==> src/rtl/instr_encoder_pkg.sv <==
// Shared MIPS encoding definitions: format codes, loader states and
// instruction field bit positions (common with the field decoder).
package instr_encoder_pkg;

  typedef enum logic [1:0] {
    ST_IDLE  = 2'd0,
    ST_LOAD  = 2'd1,
    ST_DRAIN = 2'd2,
    ST_DONE  = 2'd3
  } state_t;

  localparam logic [1:0] FMT_R   = 2'd0;
  localparam logic [1:0] FMT_I   = 2'd1;
  localparam logic [1:0] FMT_J   = 2'd2;
  localparam logic [1:0] FMT_ILL = 2'd3;

  localparam int OP_MSB   = 31;
  localparam int OP_LSB   = 26;
  localparam int RS_MSB   = 25;
  localparam int RS_LSB   = 21;
  localparam int RT_MSB   = 20;
  localparam int RT_LSB   = 16;
  localparam int RD_MSB   = 15;
  localparam int RD_LSB   = 11;
  localparam int SH_MSB   = 10;
  localparam int SH_LSB   = 6;
  localparam int FUNC_MSB = 5;
  localparam int FUNC_LSB = 0;
  localparam int IMM_MSB  = 15;
  localparam int IMM_LSB  = 0;
  localparam int TGT_MSB  = 25;
  localparam int TGT_LSB  = 0;

endpackage

==> src/rtl/sync_fifo.sv <==
// First-word-fall-through synchronous FIFO; dout always shows the head entry.
// Storage resets to zero so an empty FIFO presents a zero head after reset.
module sync_fifo #(
  parameter int WIDTH = 32,
  parameter int DEPTH = 4
) (
  input  logic             clk,
  input  logic             rst_n,
  input  logic             push,
  input  logic             pop,
  input  logic [WIDTH-1:0] din,
  output logic [WIDTH-1:0] dout,
  output logic             full,
  output logic             empty
);

  localparam int AW = (DEPTH > 1) ? $clog2(DEPTH) : 1;
  localparam logic [AW:0] FULL_COUNT = (AW + 1)'(DEPTH);

  logic [WIDTH-1:0] mem [DEPTH];
  logic [AW-1:0]    wr_ptr;
  logic [AW-1:0]    rd_ptr;
  logic [AW:0]      count;
  logic             do_push;
  logic             do_pop;

  assign full    = (count == FULL_COUNT);
  assign empty   = (count == '0);
  assign do_push = push && !full;
  assign do_pop  = pop && !empty;
  assign dout    = mem[rd_ptr];

  always_ff @(posedge clk or negedge rst_n) begin
    if (!rst_n) begin
      for (int i = 0; i < DEPTH; i++) mem[i] <= '0;
    end else if (do_push) begin
      mem[wr_ptr] <= din;
    end
  end

  // Pointers wrap naturally because DEPTH is a power of two.
  always_ff @(posedge clk or negedge rst_n) begin
    if (!rst_n) begin
      wr_ptr <= '0;
      rd_ptr <= '0;
      count  <= '0;
    end else begin
      if (do_push) wr_ptr <= wr_ptr + AW'(1);
      if (do_pop)  rd_ptr <= rd_ptr + AW'(1);
      case ({do_push, do_pop})
        2'b10:   count <= count + (AW + 1)'(1);
        2'b01:   count <= count - (AW + 1)'(1);
        default: count <= count;
      endcase
    end
  end

endmodule

==> src/rtl/instr_encoder.sv <==
// Packs decoded MIPS field bundles into instruction words and streams them
// through a FIFO into consecutive instruction-memory addresses.
module instr_encoder
  import instr_encoder_pkg::*;
#(
  parameter int          DEPTH     = 4,
  parameter logic [31:0] BASE_ADDR = 32'h0000_0000
) (
  input  logic        clk,
  input  logic        rst_n,
  input  logic        start,
  input  logic        flush,
  input  logic        in_valid,
  output logic        in_ready,
  input  logic [1:0]  fmt,
  input  logic [5:0]  op,
  input  logic [4:0]  rs,
  input  logic [4:0]  rt,
  input  logic [4:0]  rd,
  input  logic [4:0]  shamt,
  input  logic [5:0]  func,
  input  logic [15:0] imm16,
  input  logic [27:0] target,
  output logic        mem_we,
  input  logic        mem_ready,
  output logic [31:0] mem_addr,
  output logic [31:0] mem_wdata,
  output logic [15:0] word_cnt,
  output logic        err,
  output logic [7:0]  err_cnt,
  output logic        done
);

  state_t      state;
  state_t      state_next;
  logic        fifo_full;
  logic        fifo_empty;
  logic [31:0] fifo_dout;
  logic [31:0] enc_word;
  logic        accept;
  logic        reject;
  logic        push;
  logic        pop;

  function automatic logic [31:0] encode_word(
    input logic [1:0]  f,
    input logic [5:0]  o,
    input logic [4:0]  s,
    input logic [4:0]  t,
    input logic [4:0]  d,
    input logic [4:0]  sh,
    input logic [5:0]  fn,
    input logic [15:0] im,
    input logic [25:0] tw
  );
    logic [31:0] w;
    w = '0;
    case (f)
      FMT_R: begin
        w[OP_MSB:OP_LSB]     = o;
        w[RS_MSB:RS_LSB]     = s;
        w[RT_MSB:RT_LSB]     = t;
        w[RD_MSB:RD_LSB]     = d;
        w[SH_MSB:SH_LSB]     = sh;
        w[FUNC_MSB:FUNC_LSB] = fn;
      end
      FMT_I: begin
        w[OP_MSB:OP_LSB]   = o;
        w[RS_MSB:RS_LSB]   = s;
        w[RT_MSB:RT_LSB]   = t;
        w[IMM_MSB:IMM_LSB] = im;
      end
      FMT_J: begin
        w[OP_MSB:OP_LSB]   = o;
        w[TGT_MSB:TGT_LSB] = tw;
      end
      default: w = '0;
    endcase
    return w;
  endfunction

  // Rejected bundles are still consumed so the producer never stalls on them.
  assign accept   = in_valid && in_ready;
  assign reject   = (fmt == FMT_ILL) || ((fmt == FMT_J) && (target[1:0] != 2'b00));
  assign push     = accept && !reject;
  assign pop      = mem_we && mem_ready;
  assign enc_word = encode_word(fmt, op, rs, rt, rd, shamt, func, imm16, target[27:2]);
  assign mem_we    = !fifo_empty;
  assign mem_wdata = fifo_dout;

  sync_fifo #(
    .WIDTH(32),
    .DEPTH(DEPTH)
  ) u_fifo (
    .clk  (clk),
    .rst_n(rst_n),
    .push (push),
    .pop  (pop),
    .din  (enc_word),
    .dout (fifo_dout),
    .full (fifo_full),
    .empty(fifo_empty)
  );

  always_ff @(posedge clk or negedge rst_n) begin
    if (!rst_n) state <= ST_IDLE;
    else        state <= state_next;
  end

  always_comb begin
    state_next = state;
    case (state)
      ST_IDLE:  if (start) state_next = ST_LOAD;
      ST_LOAD:  if (flush) state_next = ST_DRAIN;
      ST_DRAIN: if (fifo_empty) state_next = ST_DONE;
      ST_DONE:  state_next = ST_IDLE;
      default:  state_next = ST_IDLE;
    endcase
  end

  always_comb begin
    in_ready = (state == ST_LOAD) && !fifo_full;
    done     = (state == ST_DONE);
  end

  // start is only honoured in IDLE, where no write or accept can coincide.
  always_ff @(posedge clk or negedge rst_n) begin
    if (!rst_n) begin
      mem_addr <= BASE_ADDR;
      word_cnt <= '0;
      err      <= 1'b0;
      err_cnt  <= '0;
    end else begin
      err <= accept && reject;
      if ((state == ST_IDLE) && start) begin
        mem_addr <= BASE_ADDR;
        word_cnt <= '0;
        err_cnt  <= '0;
      end else begin
        if (pop) begin
          mem_addr <= mem_addr + 32'd4;
          if (word_cnt != 16'hFFFF) word_cnt <= word_cnt + 16'd1;
        end
        if (accept && reject && (err_cnt != 8'hFF)) err_cnt <= err_cnt + 8'd1;
      end
    end
  end

endmodule
==> config.mk <==
export PLATFORM = sky130hd
export DESIGN_NAME = instr_encoder
export DESIGN_NICKNAME = d
export VERILOG_FILES = /design/src/rtl/instr_encoder_pkg.sv /design/src/rtl/sync_fifo.sv /design/src/rtl/instr_encoder.sv
export SDC_FILE = /design/constraint.sdc
export NUM_CORES = 1
export LEC_CHECK = 0
export BUFFER_PORTS_ARGS = -buffer_cell sky130_fd_sc_hd__buf_2
export CORE_ASPECT_RATIO = 0.6
export CORE_MARGIN = 2
export CORE_UTILIZATION = 40
export CTS_CLUSTER_SIZE = 24
export DETAILED_ROUTE_END_ITERATION = 8
export PLACE_DENSITY_LB_ADDON = 0.05
export SLEW_MARGIN = 30
export SYNTH_ARGS = -nofsm -noshare
export SYNTH_HDL_FRONTEND = slang
export SYNTH_SLANG_ARGS = --single-unit
==> constraint.sdc <==
create_clock -name clk -period 1.9 [get_ports clk]
set_clock_uncertainty 0.05 [all_clocks]
set_input_delay 0 -clock clk [delete_from_list [all_inputs] [get_ports clk]]
set_output_delay 0 -clock clk [all_outputs]
set_load 0.005 [all_outputs]
==> flow_summary.toml, run 1 <==
[clock_network]
cts_root_buffer = "clkbuf_16"
cts_max_level = 4
clkSinkCount = 192
clock_latency_ns = 0.44
cts_tree = "yes"
clkTransAtPathRegs_ns = 0.07
cts_made_buffers = 17
cts_max_path_buffers = 2

[sta]
finalSetupTns_ns = -1.96
rsz0062_at_grt = "yes"
period_needed_ns = 2.08
worstMarginPinSlew_ns = 0.589
fmax_ghz = 0.480
slew_headroom_pct = 60.3
maxSlewViolCount = 0
setup_slack_ns = -0.182
setup_violations = 24
finalCritPeriodShare_pct = 110
final-hold-violation-count = 0

[setup_path]
cp_max_fo = 5
reg2reg_from = "mem_addr[3]"
slowest_stage = "or4_4"
crit_path_end_kind = "flop"
cp_cell_sequence = "ha_2, nand2_2, or4_4, buf_6, or4_1, a21oi_2"
regToRegSetupSlack_ns = -0.18
r2r-end = "mem_addr[28]"
worst_r2r_path_depth = 6
required_ns = 2.22
cpPeakStageDelay_ns = 0.56
start_kind = "flop"
worstSetupPathType = "reg2reg"
crit_arrival_ns = 2.40

[job]
cap_violations = 0

[synthesis]
synthFlopType = "dfrtp_1"
synth_edf_count = 0
ys_types = 47
async_flop_share_pct = 100
synth_area_um2 = 9550
synth_warnings = 0
synth.avg_cell_area_um2 = 12.1
synthCells = 787
synth_seq_cells = 192
seq_area_frac_synth_pct = 50.3

[cells_and_area]
final_common_cell = "dfrtp_1"
fin_nets = 1160
final_cell_mix = "dfrtp_1 (188), buf_2 (174), mux2_2 (129), buf_4 (78), nand2_1 (58)"
fin_area_um2 = 12800
final_cell_count_no_fill = 1389
area_growth_pct = 34.5
antenna_cells = 0
layout-drive-gt1-share_pct = 50.6

[power]
p_total_uw = 15900
ir_drop_mv = 0.778
p_leak_uw = 0.00611
power.density_nw_per_um2 = 1240

[routing]
drtIter0Drc = 397
ant_nets = 0
routed_wirelength_mm = 25.2
via_per_inst = 5.26
wire_per_inst_um = 18.1
firstDrtPassIters = 5
vias = 7300
drc = 0

[worst_hold_path]
hp-class = "in2reg"
worstHoldStart = "imm16[2]"
hold_depth = 4
hold_end = "u_fifo.mem[34]"

[place]
post-place-cells = 1312
dpl_cell_area_um2 = 11400
place_ws_ns = -0.286
hpwl_mm = 16.8
gp_congestion = 0.861
port_buffers = 173

[grt]
grt_first_pass_wirelength_mm = 39.2
antenna_found_initial = 0
grt.overflow.total = 0
grt_max_degree = 74
first_global_vias = 7431
track_usage_pct = 20.2

[floorplan]
ioPinCount = 176
fp.dieArea_um2 = 25200
initial_utilization_pct = 41.1
row_count = 43
die_w_um = 203
die_h_um = 124
core_area_um2 = 23200

[outcome]
violations = "setup timing"
status = "complete, but fails checks"
[report_power, final]
group          switching, uW  total [uW]  internal (uW)
clock                   1550        3890           2340
combinational           2460        5750           3290
sequential               758        6220           5460
total                   4770       15900          11100
[critical path, delay by kind of cell (launching register included)]
family / cells / cell delay, ns
adder cells (fa/ha/maj): 1 / 0.19
AND/OR/NAND/NOR: 3 / 1.11
AO/OA/AOI/OAI: 1 / 0.15
flip-flops: 1 / 0.36
buffers and inverters: 1 / 0.15
[Yosys cell counts, types with 17 or more instances]
cell type / count / area share [%]
a21oi_1: 39 / 2.0
clkbuf_1: 29 / 1.1
dfrtp_1: 192 / 50
inv_1: 27 / 1.1
mux2_2: 129 / 15
mux2i_1: 21 / 2.2
mux4_2: 32 / 7.5
nand2_1: 64 / 2.5
nand3_1: 17 / 0.89
o21ai_0: 43 / 2.3
o31ai_1: 17 / 1.3
or4_1: 22 / 1.7
[what timing repair did]
item                                    in CTS  in global routing
resized for setup                           31                 60
endpoints found under the setup margin     157                167
hold endpoints to repair                   272                  0
gates cloned                                 3                  3
buffers inserted                            10                  6
hold buffers                                25                  0
pin swaps                                   24                 22
[layout make-up]
type / instances / area (um2)
clock inverter: 9 / 155
sequential: 192 / 4810
timing repair buffer: 307 / 2160
fill: 1998 / 10400
tap: 315 / 394
multi-input combinational: 516 / 4720
inverter: 28 / 109
clock buffer: 22 / 484
[sequential cells by signal, indices dropped and copies added (netlist names), 2 cells and up]
register and count:
u_fifo.mem 128, mem_addr 30, word_cnt 16, err_cnt 8, u_fifo.count 3, state 2
u_fifo.rd_ptr 2, u_fifo.wr_ptr 2
[per-stage QoR]
| step | utilization (%) | hold WS [ns] |
|---|---|---|
| 3_5_place_dp | 49.0 | -0.0593 |
| 6_report | 55.2 | 0.00582 |
| 5_1_grt | 55.2 | 0.0356 |
| 3_3_place_gp | 49.0 | -0.0677 |
| 2_1_floorplan | - | -0.346 |
| 4_1_cts | 53.7 | 0.00271 |
[metal layers]
metal	GRT usage, %	up-vias	wire [um]	share of wire, %
met2	32.5	143	11800	47
li1	-	3448	-	-
met1	27.8	3690	12000	48
met3	4.11	19	986	3.9
met4	6.20	0	321	1.3
met5	0	-	0	0
[kinds of logic after synthesis]
kind of cell / Yosys count / share of synthesized area, %
adder cells (fa/ha/maj): 14 / 1.91
AND/OR/NAND/NOR: 182 / 10.2
buffers and inverters: 80 / 3.51
multiplexers: 182 / 25.0
flip-flops: 192 / 50.3
other: 1 / 0.0393
XOR/XNOR: 15 / 1.38
AO/OA/AOI/OAI: 121 / 7.67
[worst max-delay path by stage]
stage / endpoint / from / cells past startpoint / slack (ns)
global placement: mem_addr[24] / u_fifo.count[0] / 6 / -0.23
finish: mem_addr[28] / mem_addr[3] / 6 / -0.18
CTS: mem_addr[20] / mem_addr[3] / 6 / -0.18
global route: mem_addr[28] / mem_addr[2] / 6 / -0.25
detailed placement: mem_addr[20] / u_fifo.count[0] / 6 / -0.29
floorplan: u_fifo.count[2] / state[1] / 11 / -0.15
(Power assumes the default switching activity.)
==> inputs of run 2 (changes only) <==
--- a/config.mk
+++ b/config.mk
@@ -15,4 +15,5 @@
 export SLEW_MARGIN = 30
 export SYNTH_ARGS = -nofsm -noshare
 export SYNTH_HDL_FRONTEND = slang
+export SYNTH_HIERARCHICAL = 1
 export SYNTH_SLANG_ARGS = --single-unit
==> flow_summary.toml, run 2 <==
[outcome]
status = "complete, but fails checks"
violations = "setup timing"

[cells_and_area]
largest_register_ff_count = 128
fin_nets = 1171
top_regs = "u_fifo/mem (128), mem_addr (30), word_cnt (16)"
final_cell_mix = "dfrtp_1 (190), buf_2 (170), mux2_2 (117), buf_4 (68), nand2_1 (66)"
post-route-util_pct = 54.8
fillers = 2087
seqCellArea_um2 = 4810
fin_area_um2 = 13200
antenna_cells = 0
final_common_cell = "dfrtp_1"
area_growth_pct = 35.1
multiInputGateArea_um2 = 4880
regMostFlops = "u_fifo/mem"
final_cell_count_no_fill = 1409
layout-drive-gt1-share_pct = 49.6

[floorplan]
row_count = 44
initial_utilization_pct = 40.5
die_w_um = 206
ioPinCount = 176
die_h_um = 125
fp.dieArea_um2 = 25700
core_area_um2 = 24100

[synthesis]
synth_area_leaders = "dfrtp_1 (49%), mux2_2 (15%), mux4_2 (7.4%)"
synth_edf_count = 0
synthCells = 791
yosysTopAreaCell = "dfrtp_1"
synth_area_um2 = 9750
seq_area_frac_synth_pct = 49.3
synth.avg_cell_area_um2 = 12.3
synth_seq_cells = 192
async_flop_share_pct = 100
synthFlopType = "dfrtp_1"
ys_types = 53
synth_commonest_cells = "dfrtp_1 (192), mux2_2 (129), nand2_1 (70)"
post-synth-top-count-cell = "dfrtp_1"
synth_warnings = 6
synthDominantCellAreaShare_pct = 49.3

[sta]
setup_slack_ns = -0.307
fmax_ghz = 0.453
rsz0062_at_grt = "yes"
worstMarginPinSlew_ns = 0.682
final-hold-violation-count = 0
period_needed_ns = 2.21
setup_violations = 147
maxSlewViolCount = 0
finalCritPeriodShare_pct = 116
slew_headroom_pct = 54.0

[routing]
via_per_inst = 5.24
firstDrtPassIters = 5
ant_nets = 0
vias = 7383
routed_wirelength_mm = 27.5
drtIter0Drc = 383
wire_per_inst_um = 19.5
drc = 0

[place]
hpwl_mm = 17.8
port_buffers = 173
gp_congestion = 0.855
post-place-cells = 1322
dpl_cell_area_um2 = 11500
place_ws_ns = -0.280

[setup_path]
crit_arrival_ns = 2.51
start_kind = "flop"
cp_top_family = "simple AND/OR/NAND/NOR gates"
worst-path-buf-inv = 1
worstSetupPathType = "reg2reg"
required_ns = 2.21
cpPeakStageDelay_ns = 0.43
cp_max_fo = 2
slowest_stage = "dfrtp_1"
crit_path_end_kind = "flop"
path_common_cell = "xor2_1"
cp_cell_sequence = "nor3b_4, and3b_2, nor2b_4, nand2b_1, ha_2, inv_2, fa_2, xor2_1, nor2_1, xor2_1"

[clock_network]
cts_tree = "yes"
clkTransAtPathRegs_ns = 0.07
cts_root_buffer = "clkbuf_16"
cts_max_level = 4
cts_made_buffers = 17
clkSinkCount = 192
clock_latency_ns = 0.44
cts_max_path_buffers = 2

[power]
power.density_nw_per_um2 = 1160
p_leak_uw = 0.00630
ir_drop_mv = 0.748

[grt]
track_usage_pct = 20.8
antenna_found_initial = 0
grt.overflow.total = 0
grt_max_degree = 65
grt_first_pass_wirelength_mm = 41.3
first_global_vias = 7475

[worst_hold_path]
hp-class = "in2reg"

[job]
cap_violations = 0
run 2: worst paths after layout:
check                           startpoint         endpoint  slack (ns)  cells after the start
max reg2reg                u_fifo/count[0]  u_fifo/count[2]       -0.31                     10
min reg2reg                 u_fifo/mem[37]   u_fifo/mem[37]        0.45                      1
max in group asynchronous            rst_n      word_cnt[4]        0.42                      4
min in group asynchronous            rst_n      word_cnt[2]        0.58                      3
max                        u_fifo/count[0]  u_fifo/count[2]       -0.31                     10
min                              imm16[13]   u_fifo/mem[77]        0.05                      4
run 2: per-layer routing:
| layer | GRT usage (%) | part of all wire, % | up-vias |
|---|---|---|---|
| met5 | 0 | 0 | - |
| met4 | 5.50 | 1.2 | 0 |
| met3 | 3.78 | 3.5 | 28 |
| met2 | 31.9 | 45 | 144 |
| met1 | 30.4 | 50 | 3781 |
| li1 | - | - | 3430 |
run 2: worst register-to-register path: stages (launching register included):
cell	delay, ns
dfrtp_1	0.43
nor3b_4	0.23
and3b_2	0.24
nor2b_4	0.13
nand2b_1	0.10
ha_2	0.19
inv_2	0.04
fa_2	0.33
xor2_1	0.15
nor2_1	0.11
xor2_1	0.15
run 2: final cells by class:
cell class	count	area share, %
clock inverters	14	1.01
multi-input cells	527	37.0
clock buffers	18	3.33
inverters	29	0.826
flip-flops and latches	192	36.5
repair buffers	307	18.3
well taps	322	3.06
run 2: kinds of logic (layout without fill, tap and decap cells):
kind of cell / count (synthesis) / count (layout) / share of synthesized area, %
AND/OR/NAND/NOR: 207 / 207 / 11.8
multiplexers: 193 / 193 / 25.6
flip-flops: 192 / 192 / 49.3
AO/OA/AOI/OAI: 90 / 90 / 5.43
buffers and inverters: 73 / 368 / 4.22
XOR/XNOR: 22 / 22 / 1.98
adder cells (fa/ha/maj): 13 / 13 / 1.74
other: 1 / 2 / 0.0384
run 2: what timing repair did:
action | 4_1_cts | 5_1_grt
hold endpoints to repair | 270 | 0
hold buffers | 26 | 0
pin swaps | 12 | 11
cloned | 3 | 9
buffers inserted | 9 | 8
gates resized for setup | 55 | 34
setup endpoints to repair | 158 | 185
run 2: where the power goes:
part | switching, uW | internal (uW) | leakage (uW) | total (uW)
combinational | 2450 | 3270 | 0.00347 | 5710
sequential | 715 | 5280 | 0.00256 | 6000
clock | 1690 | 1860 | 0.000274 | 3550
total | 4850 | 10400 | 0.00630 | 15300
run 2: metrics by stage:
stage	TNS [ns]	total power, uW	hold slack (ns)
floorplan	-20.81	9120	-0.346
global placement	-14.03	11100	-0.0982
detailed placement	-20.00	11300	-0.0915
CTS	-23.18	15200	0.0174
global route	-44.91	16200	0.0493
finish	-29.78	15300	0.0462
